<file path="src/rtl/mem_bus_sequencer_pkg.sv">
// Shared types and constants for the memory bus sequencer.
// Bus FSM states, bus owner encoding and the wait-counter width.
package mem_bus_sequencer_pkg;

    localparam int WAIT_W = 3;

    typedef enum logic [1:0] {
        IDLE,
        ADDR,
        STROBE,
        ACK
    } bus_state_t;

    typedef enum logic {
        OWN_CPU,
        OWN_DMA
    } bus_owner_t;

endpackage

</file>
<file path="src/rtl/mem_bus_sequencer_arb.sv">
// rr_arbiter2: two-way round-robin choice with a pointer flop.
// Ports: req[1:0] in, upd_en/upd_last update the pointer, gnt[1:0] one-hot.
module rr_arbiter2 (
    input  logic       Clock,
    input  logic       nReset,
    input  logic [1:0] req,
    input  logic       upd_en,
    input  logic       upd_last,
    output logic [1:0] gnt
);

    // ptr = 0 favours req[0], ptr = 1 favours req[1]
    logic ptr_q;
    logic ptr_d;

    always_comb begin
        ptr_d = ptr_q;
        if (upd_en) begin
            ptr_d = ~upd_last;
        end
    end

    always_ff @(posedge Clock or negedge nReset) begin
        if (!nReset) begin
            ptr_q <= 1'b0;
        end else begin
            ptr_q <= ptr_d;
        end
    end

    always_comb begin
        gnt = req;
        if (req == 2'b11) begin
            gnt = ptr_q ? 2'b10 : 2'b01;
        end
    end

endmodule

</file>
<file path="src/rtl/mem_bus_sequencer.sv">
// Multiplexed address/data bus sequencer with CPU/DMA round-robin arbitration.
// Ports: Cpu*/Dma* request ports, RData, pad side AdOut/AdOe/AdIn, ALE, nME/nOE/nWE, Busy.
module mem_bus_sequencer
    import mem_bus_sequencer_pkg::*;
#(
    parameter int WIDTH       = 16,
    parameter int WAIT_STATES = 1
) (
    input  logic             Clock,
    input  logic             nReset,
    input  logic             CpuReq,
    input  logic             CpuWrite,
    input  logic [WIDTH-1:0] CpuAddr,
    input  logic [WIDTH-1:0] CpuWData,
    output logic             CpuGnt,
    output logic             CpuAck,
    input  logic             DmaReq,
    input  logic             DmaWrite,
    input  logic [WIDTH-1:0] DmaAddr,
    input  logic [WIDTH-1:0] DmaWData,
    output logic             DmaGnt,
    output logic             DmaAck,
    output logic [WIDTH-1:0] RData,
    output logic [WIDTH-1:0] AdOut,
    output logic             AdOe,
    input  logic [WIDTH-1:0] AdIn,
    output logic             ALE,
    output logic             nME,
    output logic             nOE,
    output logic             nWE,
    output logic             Busy
);

    localparam logic [WAIT_W-1:0] WAIT_INIT = WAIT_W'(WAIT_STATES);

    bus_state_t        state_q, state_d;
    bus_owner_t        owner_q, owner_d;
    logic              write_q, write_d;
    logic [WIDTH-1:0]  addr_q, addr_d;
    logic [WIDTH-1:0]  wdata_q, wdata_d;
    logic [WAIT_W-1:0] cnt_q, cnt_d;
    logic [WIDTH-1:0]  rdata_q, rdata_d;

    logic              ale_q, ale_d;
    logic              nme_q, nme_d;
    logic              noe_q, noe_d;
    logic              nwe_q, nwe_d;
    logic              adoe_q, adoe_d;
    logic [WIDTH-1:0]  adout_q, adout_d;
    logic              cpu_gnt_q, cpu_gnt_d;
    logic              cpu_ack_q, cpu_ack_d;
    logic              dma_gnt_q, dma_gnt_d;
    logic              dma_ack_q, dma_ack_d;
    logic              busy_q, busy_d;

    logic [1:0]        arb_gnt;
    logic              gnt_on;
    logic              ack_on;

    rr_arbiter2 u_arb (
        .Clock    (Clock),
        .nReset   (nReset),
        .req      ({DmaReq, CpuReq}),
        .upd_en   (state_q == ACK),
        .upd_last (owner_q == OWN_DMA),
        .gnt      (arb_gnt)
    );

    always_comb begin
        state_d = state_q;
        owner_d = owner_q;
        write_d = write_q;
        addr_d  = addr_q;
        wdata_d = wdata_q;
        cnt_d   = cnt_q;
        rdata_d = rdata_q;
        unique case (state_q)
            IDLE: begin
                if (|arb_gnt) begin
                    state_d = ADDR;
                    if (arb_gnt[1]) begin
                        owner_d = OWN_DMA;
                        write_d = DmaWrite;
                        addr_d  = DmaAddr;
                        wdata_d = DmaWData;
                    end else begin
                        owner_d = OWN_CPU;
                        write_d = CpuWrite;
                        addr_d  = CpuAddr;
                        wdata_d = CpuWData;
                    end
                end
            end
            ADDR: begin
                state_d = STROBE;
                cnt_d   = WAIT_INIT;
            end
            STROBE: begin
                if (cnt_q == '0) begin
                    state_d = ACK;
                    if (!write_q) begin
                        rdata_d = AdIn;
                    end
                end else begin
                    cnt_d = cnt_q - 1'b1;
                end
            end
            ACK: begin
                state_d = IDLE;
            end
        endcase
    end

    // Pad/handshake outputs are decoded from the next state so they
    // come straight out of flops, aligned with the state they describe.
    always_comb begin
        ale_d   = 1'b0;
        nme_d   = 1'b1;
        noe_d   = 1'b1;
        nwe_d   = 1'b1;
        adoe_d  = 1'b0;
        adout_d = '0;
        gnt_on  = 1'b0;
        ack_on  = 1'b0;
        unique case (state_d)
            IDLE: begin
            end
            ADDR: begin
                ale_d   = 1'b1;
                nme_d   = 1'b0;
                adoe_d  = 1'b1;
                adout_d = addr_d;
                gnt_on  = 1'b1;
            end
            STROBE: begin
                nme_d  = 1'b0;
                gnt_on = 1'b1;
                if (write_d) begin
                    nwe_d   = 1'b0;
                    adoe_d  = 1'b1;
                    adout_d = wdata_d;
                end else begin
                    noe_d = 1'b0;
                end
            end
            ACK: begin
                gnt_on = 1'b1;
                ack_on = 1'b1;
            end
        endcase
        cpu_gnt_d = gnt_on && (owner_d == OWN_CPU);
        dma_gnt_d = gnt_on && (owner_d == OWN_DMA);
        cpu_ack_d = ack_on && (owner_d == OWN_CPU);
        dma_ack_d = ack_on && (owner_d == OWN_DMA);
        busy_d    = (state_d != IDLE);
    end

    always_ff @(posedge Clock or negedge nReset) begin
        if (!nReset) begin
            state_q   <= IDLE;
            owner_q   <= OWN_CPU;
            write_q   <= 1'b0;
            addr_q    <= '0;
            wdata_q   <= '0;
            cnt_q     <= '0;
            rdata_q   <= '0;
            ale_q     <= 1'b0;
            nme_q     <= 1'b1;
            noe_q     <= 1'b1;
            nwe_q     <= 1'b1;
            adoe_q    <= 1'b0;
            adout_q   <= '0;
            cpu_gnt_q <= 1'b0;
            cpu_ack_q <= 1'b0;
            dma_gnt_q <= 1'b0;
            dma_ack_q <= 1'b0;
            busy_q    <= 1'b0;
        end else begin
            state_q   <= state_d;
            owner_q   <= owner_d;
            write_q   <= write_d;
            addr_q    <= addr_d;
            wdata_q   <= wdata_d;
            cnt_q     <= cnt_d;
            rdata_q   <= rdata_d;
            ale_q     <= ale_d;
            nme_q     <= nme_d;
            noe_q     <= noe_d;
            nwe_q     <= nwe_d;
            adoe_q    <= adoe_d;
            adout_q   <= adout_d;
            cpu_gnt_q <= cpu_gnt_d;
            cpu_ack_q <= cpu_ack_d;
            dma_gnt_q <= dma_gnt_d;
            dma_ack_q <= dma_ack_d;
            busy_q    <= busy_d;
        end
    end

    assign CpuGnt = cpu_gnt_q;
    assign CpuAck = cpu_ack_q;
    assign DmaGnt = dma_gnt_q;
    assign DmaAck = dma_ack_q;
    assign RData  = rdata_q;
    assign AdOut  = adout_q;
    assign AdOe   = adoe_q;
    assign ALE    = ale_q;
    assign nME    = nme_q;
    assign nOE    = noe_q;
    assign nWE    = nwe_q;
    assign Busy   = busy_q;

endmodule

</file>
<file path="config.mk">
export PLATFORM = sky130hd
export DESIGN_NAME = mem_bus_sequencer
export DESIGN_NICKNAME = d
export VERILOG_FILES = /design/src/rtl/mem_bus_sequencer_pkg.sv /design/src/rtl/mem_bus_sequencer_arb.sv /design/src/rtl/mem_bus_sequencer.sv
export SDC_FILE = /design/constraint.sdc
export NUM_CORES = 1
export LEC_CHECK = 0
export BUFFER_PORTS_ARGS = -buffer_cell sky130_fd_sc_hd__buf_2
export CORE_MARGIN = 1.5
export CORE_UTILIZATION = 40
export CTS_CLUSTER_DIAMETER = 150
export DETAILED_ROUTE_END_ITERATION = 8
export PLACE_DENSITY = 0.64
export RECOVER_POWER = 50
export SLEW_MARGIN = 20
export SYNTH_ARGS = -nofsm -noshare
export SYNTH_HDL_FRONTEND = slang
export SYNTH_SLANG_ARGS = --single-unit
</file>
<file path="constraint.sdc">
create_clock -name Clock -period 3.5 [get_ports Clock]
set_input_delay 0.525 -clock Clock [delete_from_list [all_inputs] [get_ports Clock]]
set_output_delay 0.525 -clock Clock [all_outputs]
set_load 0.01 [all_outputs]
</file>
* Word-level counts from Yosys, hierarchy flattened
Cells that the tools add are included.
** Operators by class
- $add $sub $neg :: 1
- Eq/ne operators :: 8
- Muxes and demuxes :: 30
- Bitwise operators :: 3
- Reduce and logical (&&, ||, !) cells :: 13
** Operator list (count)
- 16-bit two-way mux :: 7
- 16-bit case mux with 2 select lines :: 1
- 1-bit two-way mux :: 14
- 2-bit == test (second input constant) :: 5
- 2-bit two-way mux :: 4
- 2-bit case mux with 4 select lines :: 1
- 3-bit case mux with 2 select lines :: 1
- 2-bit by 1-bit == test with 1-bit output (second input constant) :: 2
- 1-bit logical AND :: 4
- 2-bit nonzero test :: 2
- 2-bit OR reduction :: 2
- 3-bit zero test :: 1
- 3-bit two-way mux :: 1
- 1-bit inverter :: 3
- 3-bit AND reduction :: 1
- 3-bit OR reduction :: 1
- 3-bit by 1-bit subtractor with 3-bit output (second input constant) :: 1
- 2-bit zero test :: 1
- 2-bit inequality test (second input constant) :: 1
- 1-bit case mux with 2 select lines :: 1
- 2-bit AND reduction :: 1
** Storage, ports and cells
- Register bits after elaboration :: 82
- Input port bits :: 86
- Output and inout bits :: 42
- Logic and storage cells :: 74

* Longest topological paths before layout
Gate-level depths: netlist of the first run.
- Word-level depth :: 9
- Mapped depth :: 10
- Gate-level depth less buffers :: 9

* Hierarchy
Synthesis of the first run repeated with hierarchy kept, for this count alone.
** Unflattened totals
- Cell total of the unflattened synthesis :: 311
- Area total of the unflattened synthesis :: 3578.4 um2
** Modules (own cells, without submodules)
- mem_bus_sequencer :: instances 1, cells each 305, area an instance 3525.9 um2, sequential area each 2030.7 um2
- rr_arbiter2 :: instances 1, cells each 6, area an instance 52.6 um2, sequential area each 25.0 um2

* Worst setup path after synthesis of the first run
No wires, ideal clock.
- Path type :: input to register
- Start point :: input DmaReq
- End point :: register adout_q[0], in the netlist AdOut[0]
- Setup time :: 0.152 ns
- Arrival time :: 2.373 ns
- Data required time :: 3.348 ns
- Slack :: 0.975 ns
- Stages :: 10
- Buffers on the path :: 3
- Cells stage by stage :: buf_2 > clkbuf_1 > o21ai_0 > o21ai_0 > o22ai_1 > inv_1 > ha_1 > nand2_1 > clkbuf_1 > o32ai_1
** Between the ends
- Longest elaborated chain between the ends :: 7
- Elaborated cells between the ends (all ways) :: 18
- Those cells by class :: eq/ne (3); mux (14); reduce/logical (1)
** RTL lines
- start, declared :: line mem_bus_sequencer.sv:17 : input logic DmaReq,
- 2-bit == test :: line mem_bus_sequencer_arb.sv:33 : if (req == 2'b11) begin
- 2-bit two-way mux (*) :: line mem_bus_sequencer_arb.sv:33
- 2-bit OR reduction (*) :: line mem_bus_sequencer.sv:79 : if (|arb_gnt) begin
- 2-bit two-way mux (*) :: line mem_bus_sequencer.sv:79
- 2-bit case mux with 4 select lines (*) :: line mem_bus_sequencer.sv:77 : unique case (state_q)
- via state_d[0] :: line mem_bus_sequencer.sv:36 : bus_state_t state_q, state_d;
- 2-bit == test or 2-bit by 1-bit == test with 1-bit output (tied branches) :: line mem_bus_sequencer.sv:125 : unique case (state_d)
- 16-bit case mux with 2 select lines (*) :: line mem_bus_sequencer.sv:125
- via adout_d[0] :: line mem_bus_sequencer.sv:49 : logic [WIDTH-1:0] adout_q, adout_d;
- end signal, assigned :: line mem_bus_sequencer.sv:191 : adout_q <= adout_d;
- end, declared :: line mem_bus_sequencer.sv:49
Mark *: on every way through the listed nets, which the timed path passes. The rest lies on a longest branch.
A chain may end at the register's enable or synchronous reset.

* Final worst setup path of the first run
- Start point :: register cnt_q[0]
- End point :: register adout_q[2], in the netlist AdOut[2]
** Between the ends
- Longest elaborated chain between the ends :: 5
- Elaborated cells between the ends (all ways) :: 6
- Those cells by class :: eq/ne (2); mux (3); reduce/logical (1)
** RTL lines
- start, declared :: line mem_bus_sequencer.sv:41 : logic [WAIT_W-1:0] cnt_q, cnt_d;
- start signal, assigned :: line mem_bus_sequencer.sv:184 : cnt_q <= cnt_d;
- 3-bit zero test (*) :: line mem_bus_sequencer.sv:99 : if (cnt_q == '0) begin
- 2-bit two-way mux (*) :: line mem_bus_sequencer.sv:99
- 2-bit case mux with 4 select lines (*) :: line mem_bus_sequencer.sv:77
- 2-bit == test or 2-bit by 1-bit == test with 1-bit output (tied branches) :: line mem_bus_sequencer.sv:125
- 16-bit case mux with 2 select lines (*) :: line mem_bus_sequencer.sv:125
- via adout_d[2] :: line mem_bus_sequencer.sv:49
Marked as above.

==> results.md, run 1 <==
* Outcome: finished with violations
* Failing checks: capacitance limit, slew limit
* Post-DR vias/cell at 5.26
* Synthesis-to-finish area growth at 25.1%
* GR Overflow Total at 0
* TritonCTS clock tree: yes
* Vias in the first global route at 2852
* Crit-path cells: inv_1, ha_1, nand2b_1, o21ai_0, o22ai_1, ha_1, o2111ai_2, o32ai_1
* Worst-path clk slew at 70 ps
* Delay-heaviest family, CP: compound AO/OA/AOI/OAI gates
* Avg Cell Area, Syn at 11.3 sq um
* CP endpoint kind: register
* Largest net degree at the start of global routing at 83
* Ys Warns at 0
* Number of buffers and inverters on the critical path at 1
* Min-Delay Path Class: primary input to register
* Clk sinks at 82
* Power Density at 915 nW/um^2
* Post-CTS Setup Inserts at 0
* Wire per inst at 15.6 microns
* Via count at 2982
* Final setup fails at 0
* Drt total wl at 8.83 mm
* DRT antenna net count at 0
* Slew headroom at -36.2%
* Layout cell share with drive strength beyond 1 at 42.3%
* CP max stage delay at 490 ps
* Max_cap viols at 1
* Die area at 9950 sq um
* Die span in x at 99.7 microns
* Rows at 35
* P_leak at 0.00224 uW
* Post-DP HPWL at 6.08 mm
* Global-route wire length before repair at 14.0 mm
* Cell variety after synth at 32
* Inserted Diodes at 0
* RSZ-0062 raised after global routing: no
* # IOs at 128
* Post-synthesis sequential area ratio at 54.9%
* Pre-antenna DRT Iters at 4
* Total GRT Usage at 18.1%
* Die Ht at 99.7 microns
* Slowest cell on crit path: o2111ai_2
* Final Max Slew Viols at 83
* Seq cells post-synth at 82
* Post-route DRC at 0
* Starting density of the core at 40.9%
* First DRT Iteration DRCs at 97
* Clock tree buffer depth at 2
* Post-Syn Instances at 330
* Worst-Margin Slew at 2040 ps
* Mapped Area at 3740 sq um
* Fin nets at 550
* Setup TNS at 0 ps
* CTS Hold Bufs at 0
* Required @ worst endpoint at 3740 ps
* Most used cell, CP: ha_1
* Setup CP Type: register to register
* Worst Setup Start Kind: register
* Number of I/O port buffers at 127
* Clock Latency Late Sink at 350 ps
* Fin worst setup slack at 899 ps
* Clock Tree Root: clkbuf_8
* Fin util at 51.2%
* Crit-path max FO at 15
* Antenna violations before repair at 1
* Period utilization at 74.3%
* Post-CTS resize count at 0
* Fin. Hold Viols at 0
* Pre-CTS WS at 774 ps
* Tmin final at 2600 ps
* FMAX at 385 MHz
* # H-tree levels at 3
* Max VDD drop at 0.000286 V
* Arrival time at the worst endpoint at 2840 ps
* Clock buffer count from CTS at 9
* Gpl congestion at 0.754
* Final Skew at 9.42 ps
* Core area at 9150 sq um
* Mapped Nets at 429
* Total power at 4280 uW
-- synth_stat cells --
master / number / area share [%]
nor2b_1: 2 / 0.33
nand2b_1: 5 / 0.84
nor3b_2: 1 / 0.33
o211ai_1: 1 / 0.20
o21ai_0: 3 / 0.40
buf_4: 1 / 0.20
o2111ai_2: 1 / 0.40
mux2_2: 16 / 4.8
a31o_2: 32 / 7.5
dfstp_2: 3 / 2.1
buf_6: 1 / 0.30
buf_2: 5 / 0.67
a21boi_0: 16 / 3.2
clkbuf_1: 15 / 1.5
nor2_1: 38 / 3.8
o32ai_2: 7 / 3.0
nor3_1: 2 / 0.27
nand2_1: 6 / 0.60
a21oi_1: 20 / 2.7
o32ai_1: 9 / 2.1
o22ai_1: 17 / 2.8
inv_1: 28 / 2.8
nand3_1: 1 / 0.13
a21o_1: 1 / 0.20
ha_1: 13 / 4.3
xnor2_1: 1 / 0.23
dfrtp_1: 79 / 53
o21ai_1: 1 / 0.13
o21a_1: 2 / 0.40
and2_1: 1 / 0.17
o31ai_1: 1 / 0.20
a32oi_2: 1 / 0.43
-- registers in the layout, indices dropped and copies added, names as in the netlist --
name and count:
CpuAck 1, CpuGnt 1, u_arb.ptr_q 1, owner_q 1, DmaAck 1, RData 16
AdOe 1, state_q 2, Busy 1, AdOut 16, nME 1, DmaGnt 1
ALE 1, nWE 1, write_q 1, nOE 1, wdata_q 16, cnt_q 3
addr_q 16
-- placed cells by master (no fill, tap or decap) --
cell | netlist | layout
a21boi_0 | 16 | 16
a21o_1 | 1 | 1
a21oi_1 | 20 | 20
a31o_2 | 32 | 32
a32oi_2 | 1 | 1
and2_1 | 1 | 1
buf_2 | 5 | 110
buf_4 | 1 | 5
bufinv_16 | 0 | 3
clkbuf_1 | 15 | 19
clkbuf_2 | 0 | 1
clkbuf_8 | 0 | 10
dfrtp_1 | 79 | 79
dfstp_2 | 3 | 3
ha_1 | 13 | 13
inv_1 | 28 | 28
mux2_2 | 16 | 16
nand2_1 | 6 | 6
nand2b_1 | 5 | 4
nand2b_2 | 0 | 1
nand3_1 | 1 | 1
nor2_1 | 38 | 37
nor2_2 | 0 | 1
nor2b_1 | 2 | 2
nor3_1 | 2 | 2
nor3b_2 | 1 | 1
o2111ai_2 | 1 | 1
o211ai_1 | 1 | 1
o21a_1 | 2 | 2
o21ai_0 | 3 | 3
o21ai_2 | 0 | 1
o22ai_1 | 17 | 17
o31ai_1 | 1 | 1
o32ai_1 | 9 | 9
o32ai_2 | 7 | 7
xnor2_1 | 1 | 1
-- cell type report --
class	count	area (sq um)
clock inverters	3	90.1
flip-flops and latches	82	2060
clock buffers	13	149
fillers	859	4470
inverters	28	105
well taps	111	139
multi-input cells	198	1490
repair buffers	132	653
-- per-stage QoR --
| stage | hold slack (ps) | std cells | area [sq um] |
|---|---|---|---|
| 2_1_floorplan | 229 | 330 | 3740 |
| 3_3_place_gp | 447 | 551 | 4470 |
| 3_5_place_dp | 451 | 551 | 4470 |
| 4_1_cts | 392 | 567 | 4710 |
| 5_1_grt | 390 | 567 | 4680 |
| 6_report | 405 | 567 | 4680 |
-- power breakdown --
part	internal [uW]	switching [uW]
clock network	495	329
logic	830	1110
registers	1380	145
total	2700	1580
-- logic make-up after synthesis --
kind of cell | count (synthesis) | synth area share (%)
and+or+nand+nor | 56 | 6.48
DFF | 82 | 54.9
AOI/OAI and AO/OA | 112 | 23.7
xor gates and xnor gates | 1 | 0.234
muxes | 16 | 4.81
adders and majority gates | 13 | 4.35
buffers and inverters | 50 | 5.48
-- layer usage --
metal | up-vias | global-route usage, % | share of wire (%)
met5 | - | 0 | 0.14
met4 | 2 | 6.61 | 1.6
met3 | 16 | 4.50 | 5.6
met2 | 96 | 28.0 | 46
met1 | 1446 | 24.8 | 47
li1 | 1422 | - | -
-- final timing paths --
kind,depth (start not counted),slack [ps],end,start
max in group asynchronous,1,1530,owner_q,nReset
hold / removal,2,400,RData[10],AdIn[10]
min in group asynchronous,1,720,CpuAck,nReset
hold reg to reg,1,460,u_arb.ptr_q,owner_q
setup reg to reg,8,900,AdOut[2],cnt_q[0]
setup / recovery,8,900,AdOut[2],cnt_q[0]
-- worst reg2reg max path: stages (launching register included) --
cell and delay (ps):
dfrtp_1 400, inv_1 90, ha_1 170, nand2b_1 150, o21ai_0 180, o22ai_1 160, ha_1 400, o2111ai_2 490
o32ai_1 450
No activity file was read; power rests on OpenSTA's default activity.
==> inputs of run 2 (changes only) <==
Settings changed: PLACE_DENSITY 0.64 to 0.67.
Clock period 3.5 ns to 2.3 ns, I/O delays scaled along.
==> results.md, run 2 (synthesized netlist as in run 1, its figures left out) <==
* Total GRT Usage at 18.8%
* Post-route DRC at 0
* Final Skew at 9.07 ps
* Crit-path max FO at 8
* Post-DR vias/cell at 5.23
* Via count at 3030
* Clock Tree Root: clkbuf_8
* Arrival time at the worst endpoint at 2400 ps
* Final hold slack at 223 ps
* Final setup fails at 0
* Core area at 9150 sq um
* Largest net degree at the start of global routing at 77
* Clk sinks at 82
* Global-route wire length before repair at 14.4 mm
* Final design area excluding fillers at 4760 sq um
* Routed wl met2 at 4.40 mm
* Sw Pwr at 2490 uW
* Die span in x at 99.7 microns
* Pre-antenna DRT Iters at 4
* Wire per inst at 15.8 microns
* Wire length on met3 at 603 microns
* DP Area at 4570 sq um
* Clock tree buffer depth at 2
* Period utilization at 93.3%
* Die area at 9950 sq um
* # IOs at 128
* Drt total wl at 9.14 mm
* Starting density of the core at 40.9%
* Outcome: finished with violations
* Seq pwr share at 35.8%
* FMAX at 466 MHz
* Setup crit start: state_q[0]
* Setup CP Type: register to register
* Vias in the first global route at 2962
* TritonCTS clock tree: yes
* P_int at 3990 uW
* Most frequent cells in the layout: buf_2 (109), dfrtp_1 (79), nor2_1 (37)
* Total power at 6480 uW
* Hold_sp: AdIn[2]
* Slew headroom at -22.7%
* Min-Delay Path Class: primary input to register
* Synthesis-to-finish area growth at 27.0%
* Highest routing layer actually used: met5
* Final Max Slew Viols at 77
* Rows at 35
* Gpl congestion at 0.826
* Number of I/O port buffers at 127
* Antenna violations before repair at 1
* Wire length on met1 at 4.00 mm
* CP endpoint kind: register
* Switching Share at 38.5%
* # H-tree levels at 3
* Logic pwr share at 49.8%
* Placed insts at 562
* Layout cell share with drive strength beyond 1 at 44.4%
* Fin. Hold Viols at 0
* Most common cell after layout, fill and taps aside: buf_2
* Max_cap viols at 1
* Clock Latency Late Sink at 350 ps
* Required @ worst endpoint at 2560 ps
* Clock power frac at 14.4%
* Post-DP HPWL at 6.56 mm
* DRT antenna net count at 0
* RSZ-0062 raised after global routing: yes
* Reg2Reg Setup Slack at 150 ps
* GR Overflow Total at 0
* Worst Setup Start Kind: register
* Clock buffer count from CTS at 9
* Failing checks: capacitance limit, slew limit
* Worst-path clk slew at 80 ps
* Worst-Margin Slew at 1840 ps
* Inserted Diodes at 0
* Filler cell count at 861
* Tmin final at 2150 ps
* Power Density at 1360 nW/um^2
* Max VDD drop at 0.000540 V
* P_leak at 0.00227 uW
* Fin nets at 562
* Die Ht at 99.7 microns
* Critical R2R Launch: state_q[0]
* Final Non-Filler Cells at 579
* First DRT Iteration DRCs at 82
[run 2: cell count changes in the layout (fill, tap and decap cells not counted), moves of 2 or more]
cell	change
bufinv_16	-3
clkinvlp_4	+3
buf_4	+8
buf_12	+2
o32ai_1	-4
o32ai_2	+4
clkbuf_1	+2
[run 2: power by group through the flow]
| stage | clock (uW) | combinational, uW | sequential (uW) |
|---|---|---|---|
| global route | 1020 | 3590 | 2390 |
| CTS | 959 | 3190 | 2320 |
| finish | 934 | 3230 | 2320 |
| floorplan | 0 | 2060 | 2440 |
| detailed placement | 0 | 3190 | 2350 |
| global placement | 0 | 3080 | 2330 |
[run 2: final cells by class]
| class | count | area (sq um) | share of cell area, % |
|---|---|---|---|
| clock buffer | 12 | 145 | 3.05 |
| clock inverter | 4 | 27.5 | 0.579 |
| inverter | 28 | 105 | 2.21 |
| multi-input combinational | 198 | 1520 | 32.0 |
| sequential | 82 | 2060 | 43.2 |
| tap | 111 | 139 | 2.92 |
| timing repair buffer | 144 | 759 | 16.0 |
[run 2: worst paths after layout]
check / endpoint / cells past startpoint
max in group asynchronous: addr_q[1] / 1
setup reg to reg: AdOut[6] / 10
setup / recovery: AdOut[6] / 10
hold reg to reg: u_arb.ptr_q / 1
min in group asynchronous: DmaGnt / 1
hold / removal: RData[2] / 2
[run 2: metal layers]
metal / vias up / track usage (%)
met3: 15 / 5.13
li1: 1440 / -
met4: 2 / 6.93
met1: 1474 / 24.1
met2: 99 / 30.6
met5: - / 0
[run 2: what timing repair did]
action,in CTS,in global routing
setup buffers,0,1
endpoints found under the hold margin,0,0
resized for setup,0,6
hold buffers,0,0
setup endpoints to repair,0,15
[run 2: critical path, cell delays in order, from the launching register on]
cell       delay (ps)
dfrtp_1           390
inv_1             100
ha_2              210
o21ai_0            70
o21ai_1            80
o22ai_1           200
buf_4             170
ha_1              200
o2111ai_2         150
buf_4             210
o32ai_1           270
[run 2: stage by stage]
| stage | utilization (%) | TNS [ps] | setup slack, ps |
|---|---|---|---|
| final | 52.0 | 0 | 155 |
| after global routing | 52.0 | -16.7 | -9.79 |
| after CTS | 51.9 | 0 | 69.8 |
| after detailed placement | 50.0 | 0 | 104 |
| after global placement | 50.0 | 0 | 204 |
| after floorplan | - | 0 | 143 |
